**src/rtl/boot_loader.sv**
```systemverilog
// Length-prefixed, XOR-checksummed program loader: assembles big-endian words from a
// byte stream, writes them to instruction memory and releases the CPU on a verified image.
module boot_loader #(
    parameter logic [31:0] BASE_ADDR = 32'h0000_0000,
    parameter int          MAX_WORDS = 1024,
    parameter int          COUNT_W   = 16
) (
    input  logic               clock,
    input  logic               reset,
    input  logic               rx_valid,
    input  logic [7:0]         rx_data,
    output logic               rx_ready,
    output logic               mem_write_enable,
    output logic [31:0]        mem_addr,
    output logic [31:0]        mem_write_data,
    output logic [3:0]         mem_select_signal,
    output logic               cpu_reset,
    output logic               load_done,
    output logic               load_error,
    output logic [COUNT_W-1:0] words_loaded
);

    typedef enum logic [2:0] {
        S_LEN,
        S_DATA,
        S_CHECK,
        S_DONE,
        S_ERROR
    } state_e;

    localparam logic [31:0] MAX_N = 32'(MAX_WORDS);

    state_e             state_q, state_d;
    logic [1:0]         byte_idx_q, byte_idx_d;
    logic [31:0]        len_q, len_d;
    logic [23:0]        word_q, word_d;
    logic [7:0]         checksum_q, checksum_d;
    logic [COUNT_W-1:0] words_loaded_q, words_loaded_d;
    logic               we_q, we_d;
    logic [31:0]        addr_q, addr_d;
    logic [31:0]        wdata_q, wdata_d;
    logic [3:0]         sel_q, sel_d;
    logic               cpu_reset_q, cpu_reset_d;
    logic               done_q, done_d;
    logic               error_q, error_d;

    logic        accept;
    logic [31:0] len_shift;
    logic [31:0] word_shift;

    assign rx_ready   = (state_q == S_LEN) || (state_q == S_DATA) || (state_q == S_CHECK);
    assign accept     = rx_valid && rx_ready;
    assign len_shift  = {len_q[23:0], rx_data};
    assign word_shift = {word_q, rx_data};

    // NOTE: every _d gets a default before the case so no path leaves one unassigned,
    // which would otherwise infer a latch.
    always_comb begin
        state_d        = state_q;
        byte_idx_d     = byte_idx_q;
        len_d          = len_q;
        word_d         = word_q;
        checksum_d     = checksum_q;
        words_loaded_d = words_loaded_q;
        we_d           = 1'b0;
        addr_d         = addr_q;
        wdata_d        = wdata_q;
        sel_d          = 4'b0000;
        cpu_reset_d    = cpu_reset_q;
        done_d         = done_q;
        error_d        = error_q;

        unique case (state_q)
            S_LEN: begin
                if (accept) begin
                    len_d      = len_shift;
                    byte_idx_d = byte_idx_q + 2'd1;
                    if (byte_idx_q == 2'd3) begin
                        if (len_shift > MAX_N) begin
                            state_d = S_ERROR;
                            error_d = 1'b1;
                        end else if (len_shift == 32'd0) begin
                            state_d = S_CHECK;
                        end else begin
                            state_d = S_DATA;
                        end
                    end
                end
            end
            S_DATA: begin
                if (accept) begin
                    word_d     = word_shift[23:0];
                    checksum_d = checksum_q ^ rx_data;
                    byte_idx_d = byte_idx_q + 2'd1;
                    if (byte_idx_q == 2'd3) begin
                        // Word complete: strobe the write and count it in the same cycle.
                        we_d           = 1'b1;
                        addr_d         = BASE_ADDR + (32'(words_loaded_q) << 2);
                        wdata_d        = word_shift;
                        sel_d          = 4'b1111;
                        words_loaded_d = words_loaded_q + COUNT_W'(1);
                        if (32'(words_loaded_q) + 32'd1 == len_q) begin
                            state_d = S_CHECK;
                        end
                    end
                end
            end
            S_CHECK: begin
                if (accept) begin
                    if (rx_data == checksum_q) begin
                        state_d     = S_DONE;
                        done_d      = 1'b1;
                        cpu_reset_d = 1'b0;
                    end else begin
                        state_d = S_ERROR;
                        error_d = 1'b1;
                    end
                end
            end
            S_DONE, S_ERROR: begin
            end
            default: begin
                state_d = S_ERROR;
                error_d = 1'b1;
            end
        endcase
    end

    // NOTE: sequential state is updated only with non-blocking assignments so every
    // register samples the pre-edge value of every other register.
    always_ff @(posedge clock or posedge reset) begin
        if (reset) begin
            state_q        <= S_LEN;
            byte_idx_q     <= 2'd0;
            len_q          <= 32'd0;
            word_q         <= 24'd0;
            checksum_q     <= 8'd0;
            words_loaded_q <= '0;
            we_q           <= 1'b0;
            addr_q         <= BASE_ADDR;
            wdata_q        <= 32'd0;
            sel_q          <= 4'b0000;
            cpu_reset_q    <= 1'b1;
            done_q         <= 1'b0;
            error_q        <= 1'b0;
        end else begin
            state_q        <= state_d;
            byte_idx_q     <= byte_idx_d;
            len_q          <= len_d;
            word_q         <= word_d;
            checksum_q     <= checksum_d;
            words_loaded_q <= words_loaded_d;
            we_q           <= we_d;
            addr_q         <= addr_d;
            wdata_q        <= wdata_d;
            sel_q          <= sel_d;
            cpu_reset_q    <= cpu_reset_d;
            done_q         <= done_d;
            error_q        <= error_d;
        end
    end

    assign mem_write_enable  = we_q;
    assign mem_addr          = addr_q;
    assign mem_write_data    = wdata_q;
    assign mem_select_signal = sel_q;
    assign cpu_reset         = cpu_reset_q;
    assign load_done         = done_q;
    assign load_error        = error_q;
    assign words_loaded      = words_loaded_q;

endmodule
```
**config.mk**
```make
export PLATFORM = sky130hd
export DESIGN_NAME = boot_loader
export DESIGN_NICKNAME = d
export VERILOG_FILES = /design/src/rtl/boot_loader.sv
export SDC_FILE = /design/constraint.sdc
export NUM_CORES = 1
export LEC_CHECK = 0
export CORE_UTILIZATION = 52
export CTS_BUF_LIST = sky130_fd_sc_hd__clkbuf_2
export CTS_CLUSTER_SIZE = 20
export DETAILED_ROUTE_END_ITERATION = 10
export PLACE_DENSITY = 0.82
export SLEW_MARGIN = 20
export SYNTH_ARGS = -nofsm -noshare
export SYNTH_HDL_FRONTEND = slang
export SYNTH_SLANG_ARGS = --single-unit
```
**constraint.sdc**
```tcl
create_clock -name clock -period 7.53 [get_ports clock]
set_input_delay 1.506 -clock clock [delete_from_list [all_inputs] [get_ports clock]]
set_output_delay 1.506 -clock clock [all_outputs]
set_load 0.02 [all_outputs]
```
# Yosys cells after proc, flatten, opt, wreduce, memory -nomap -nowiden
# Index checks and enable logic that the tools add are counted.
[op_classes] addsub=3 n_mul=0 n_div=0 n_lt_le_gt_ge=1 eq_ne=15 n_shift=0 n_mux=22 bitwise=3 reduce_logical=15
[ops] operator="17-bit by 32-bit equality test with 1-bit output" n=1
[ops] operator="32-bit by 11-bit greater-than comparator with 1-bit output (second input constant)" n=1
[ops] operator="32-bit logical NOT" n=1
[ops] operator="3-bit 2-to-1 mux" n=8
[ops] operator="16-bit by 1-bit adder with 17-bit output (second input constant)" n=1
[ops] operator="16-bit by 1-bit adder with 16-bit output (second input constant)" n=1
[ops] operator="4-bit 2-to-1 mux" n=3
[ops] operator="3-bit case mux with 4 select lines" n=1
[ops] operator="8-bit equality test" n=1
[ops] operator="1-bit 2-to-1 mux" n=8
[ops] operator="2-bit by 1-bit inequality test with 1-bit output (second input constant)" n=4
[ops] operator="2-bit inequality test (second input constant)" n=4
[ops] operator="8-bit bitwise XOR" n=1
[ops] operator="7-bit AND reduction" n=1
[ops] operator="3-bit by 2-bit equality test with 1-bit output (second input constant)" n=2
[ops] operator="2-bit AND reduction" n=3
[ops] operator="3-bit AND reduction" n=2
[ops] operator="6-bit AND reduction" n=1
[ops] operator="2-bit OR reduction" n=2
[ops] operator="3-bit by 1-bit equality test with 1-bit output (second input constant)" n=1
[ops] operator="3-bit equality test (second input constant)" n=1
[ops] operator="3-bit logical NOT" n=1
[ops] operator="1-bit case mux with 3 select lines" n=1
[ops] operator="3-bit OR reduction" n=1
[ops] operator="6 further kinds" n=8
[word_totals] register_bits=141 latchBits=0 ram_bits=0 mem_bits_ro=0 out_inout_bits=89 n_memories=0

# Longest topological paths before layout
[depth] depth_word=6 mapped_depth=8 ltp_nobuf=8

# Worst setup path before layout
# OpenSTA, ideal clock, no wires.
[synth_timing] path_type="input to register" from="input port rx_data[3]" to="register error_q (netlist: load_error)" arrival_time_ns=2.793 path_slack_ns=4.617 path_stages=7 path_buffers=0 cell_sequence="nor4_1 > nand2_1 > nor4_1 > o21ai_0 > o21ai_0 > nand2b_1 > a31o_2"
[synth_via] elab_chain_cells=3
[synth_lines] element="start, declared" line_no="11" rtl="input logic [7:0] rx_data,"
[synth_lines] element="32-bit by 11-bit greater-than comparator with 1-bit output / 8-bit equality test (equally long branches)" line_no="79, 110"
[synth_lines] element="2-bit by 1-bit inequality test with 1-bit output (no line) / 2-bit inequality test (equally long branches)"
[synth_lines] element="6-bit AND reduction (no line) *"
[synth_lines] element="end signal, assigned" line_no="159" rtl="error_q <= error_d;"
[synth_lines] element="end, declared" line_no="45" rtl="logic error_q, error_d;"
# Every way passes the cells marked *; elsewhere a longest branch is shown, timed or not.
# A chain may end at the register's enable or synchronous reset.

# Worst setup path after layout
[layout_timing] from="input port rx_valid" to="register words_loaded_q[15] (netlist: words_loaded[15])"
[layout_via] elab_chain_cells=2
[layout_lines] element="start, declared" line_no="10" rtl="input logic rx_valid,"
[layout_lines] element="1-bit logical AND" line_no="52" rtl="assign accept = rx_valid && rx_ready;"
[layout_lines] element="3-bit AND reduction (no line)"
[layout_lines] element="end signal, assigned" line_no="152" rtl="words_loaded_q <= words_loaded_d;"
[layout_lines] element="end, declared" line_no="38" rtl="logic [COUNT_W-1:0] words_loaded_q, words_loaded_d;"
# Every way passes these cells.

==> flow_summary.ini <==
[routing]
viasPerCell = 5.37
routed_wl_um = 13100
ant_nets = 0
wl_per_cell_um = 15.2
drtPass1Iterations = 10
drc_errors = 12
num_vias = 4614
drt_iter0_markers = 316

[timing]
clock_skew_ns = 0.0372
maxSlewViolCount = 0
rsz0062_at_grt = no
tightest_slew_ns = 0.985
tns_ns = 0
maxSlewHeadroom_pct = 34.3
fin_crit_sh_pct = 47.8
setup_slack_ns = 3.93
finalHoldViolations = 0
fin_crit_ns = 3.60
holdWs_ns = 0.488
fmaxAchievable_mhz = 278
setup_viol = 0

[logic_synthesis]
yosysMostFrequentCell = nand2_1
synth_ff_type = dfrtp_1
synth-async-reset-ratio_pct = 100
yosysSeqAreaShare_pct = 55.0
synth.ff_latch_count = 137
ys_warn_count = 0
synth_top_area_cell = dfrtp_1
synth_edf_count = 0
netlist.area_leader.share_pct = 54.6
synth.top_cells.by_area = dfrtp_1 55%, nand2_1 14%, mux2_2 6.0%, xnor2_1 4.8%, buf_4 3.0%
synth_area_per_cell_um2 = 9.84
synth_area_um2 = 6230
netlist_top_cells_count = 235 x nand2_1, 136 x dfrtp_1, 34 x xnor2_1
synth_cells = 633
ys_types = 51

[cts]
cts-resized-gates = 0
clk_path_buf_depth = 2
htreeDepth = 4
cts_setup_buffers = 0
cts_inserted_buffers = 17
ctsHoldBuffers = 0
numClockSinks = 137
clk_pin_slew_worst_paths_ns = 0.24
cts_root_buffer = clkbuf_2
cts_tree = done
clk_latency_ns = 0.68

[critical_path]
critPathKind = input pin to flip-flop
crit_path_cell_trace = clkdlybuf4s50_1 > and3_1 > nand2_2 > inv_2 > nand2_1 > nor2_1 > xor2_1
r2r_cells = 7
cp.required_ns = 8.13
endpoint = words_loaded[15]
crit_family = simple AND/OR/NAND/NOR gates
cp_slowest_cell = and3_1
r2r_setup_slack_ns = 4.50
endpoint_kind = flip-flop
critPathMaxStageDelay_ns = 0.74
cp_num_buf_inv = 2
cp_num_cells = 7
reg2reg_from = state_q[2]
cp-start-kind = input pin
crit_fanout = 54
worstPathArrival_ns = 4.19
worstSetupStartpoint = rx_valid
r2r_end = words_loaded[15]

[place]
place_ws_ns = 3.21
place_area_um2 = 7030
gp_congestion = 0.841
io_buffer_count = 83
dpl.hpwl_um = 9120

[power]
peakVddDrop_uv = 130
p_per_area_nw_per_um2 = 232
leakage_nw = 3.50

[worst_hold_path]
hold_class = flip-flop to flip-flop

[finish]
final_design_area_no_fill_um2 = 7270
synthToLayoutAreaGrowth_pct = 16.7
drive_gt1_share_pct = 11.5
fin_nets = 715
final.fill_count = 918

[grt]
top_usage_layer = met2
antenna_found_initial = 1
grt_util_all_layers_pct = 22.4
grt_pass1_wl_um = 22100
grt.overflow.total = 0
first_global_vias = 4549
grt_max_degree = 82
met2_usage_pct = 36.1
use_met1_pct = 30.0
met3_usage_pct = 5.01

[run_status]
status = finished with violations
violations = design-rule violations

[floorplanning]
dieArea_um2 = 12400
num_rows = 39
die_w_um = 111
start_util_pct = 53.9
chipHeight_um = 111
io_pins = 100
core_area_um2 = 11600

[flow_run]
maxCapViolCount = 0
==> area by class of cell <==
type | count | area, µm² | share of cell area (%)
antenna | 1 | 2.50 | 0.0344
timing repair buffer | 86 | 853 | 11.7
inverter | 5 | 21.3 | 0.293
clock inverter | 15 | 156 | 2.15
clock buffer | 17 | 85.1 | 1.17
multi-input combinational | 455 | 2540 | 35.0
sequential | 137 | 3430 | 47.2
tap | 143 | 179 | 2.46
==> routing by layer <==
metal  up-vias  wire length (µm)
li1       2193                 -
met2       159              6340
met5         -                 0
met3        28               682
met4         0               242
met1      2234              5820
==> state kept, by name (all words and copies together) (netlist names) <==
| signal | flops |
|---|---|
| mem_select_signal | 1 |
| cpu_reset | 1 |
| mem_write_data | 32 |
| checksum_q | 8 |
| word_q | 24 |
| len_q | 32 |
| load_error | 1 |
| words_loaded | 16 |
| state_q | 3 |
| load_done | 1 |
| mem_addr | 16 |
| byte_idx_q | 2 |
==> tightest hold or removal path, delay by kind of cell (launching register included) <==
kind | cells | cell delay [ns]
flops | 1 | 0.40
simple gates | 2 | 0.11
==> placed cells by master, fill, tap and decap left out, types with 4 or more instances in the layout <==
master,netlist,layout
dfrtp_1,136,136
o21ai_0,9,9
xnor2_1,34,34
nand2_1,235,234
or4_1,4,4
nor2b_1,5,5
nor2_1,14,14
clkinvlp_4,0,4
nor3_1,8,8
conb_1,1,16
nand4_1,8,8
nand3_1,9,9
clkbuf_2,0,17
inv_8,0,5
mux2_2,33,33
a21oi_1,4,4
clkdlybuf4s50_1,0,83
nor4_1,11,11
xor2_1,16,16
==> kinds of logic (layout without fill, tap and decap cells) <==
logic type	count (synthesis)	in the layout	share of synthesized area, %
AND/OR/NAND/NOR	322	322	22.8
flip-flops	137	137	55.0
buffers and inverters	56	123	5.08
XOR/XNOR	50	50	7.03
multiplexers	36	36	6.47
AO/OA/AOI/OAI	29	29	3.15
adder cells (fa/ha/maj)	2	2	0.402
other	1	17	0.0602
==> through the flow <==
| stage | std cells | total power, W | util, % |
|---|---|---|---|
| after floorplan | 648 | 0.00117 | - |
| after global placement | 826 | 0.00124 | 60.8 |
| after detailed placement | 826 | 0.00126 | 60.8 |
| after CTS | 858 | 0.00170 | 62.8 |
| after global routing | 859 | 0.00178 | 62.9 |
| final | 859 | 0.00169 | 62.9 |
==> worst min path at each step <==
stage                          start            endpoint  slack (ns)  cells past startpoint
after global placement    word_q[21]  mem_write_data[29]        0.45                      2
final                     word_q[21]  mem_write_data[29]        0.49                      2
after detailed placement   load_done           load_done        0.46                      1
after floorplan           word_q[16]  mem_write_data[24]        0.44                      2
after global routing       load_done           load_done        0.51                      1
after CTS                 word_q[22]  mem_write_data[30]        0.48                      2
==> report_power, final <==
group          total [W]  switching, W  internal [W]
combinational   0.000315      0.000144      0.000172
clock           0.000438      0.000305      0.000133
sequential      0.000936      0.000109      0.000827
total            0.00169      0.000558       0.00113
Power figures use the tool's default switching activity.
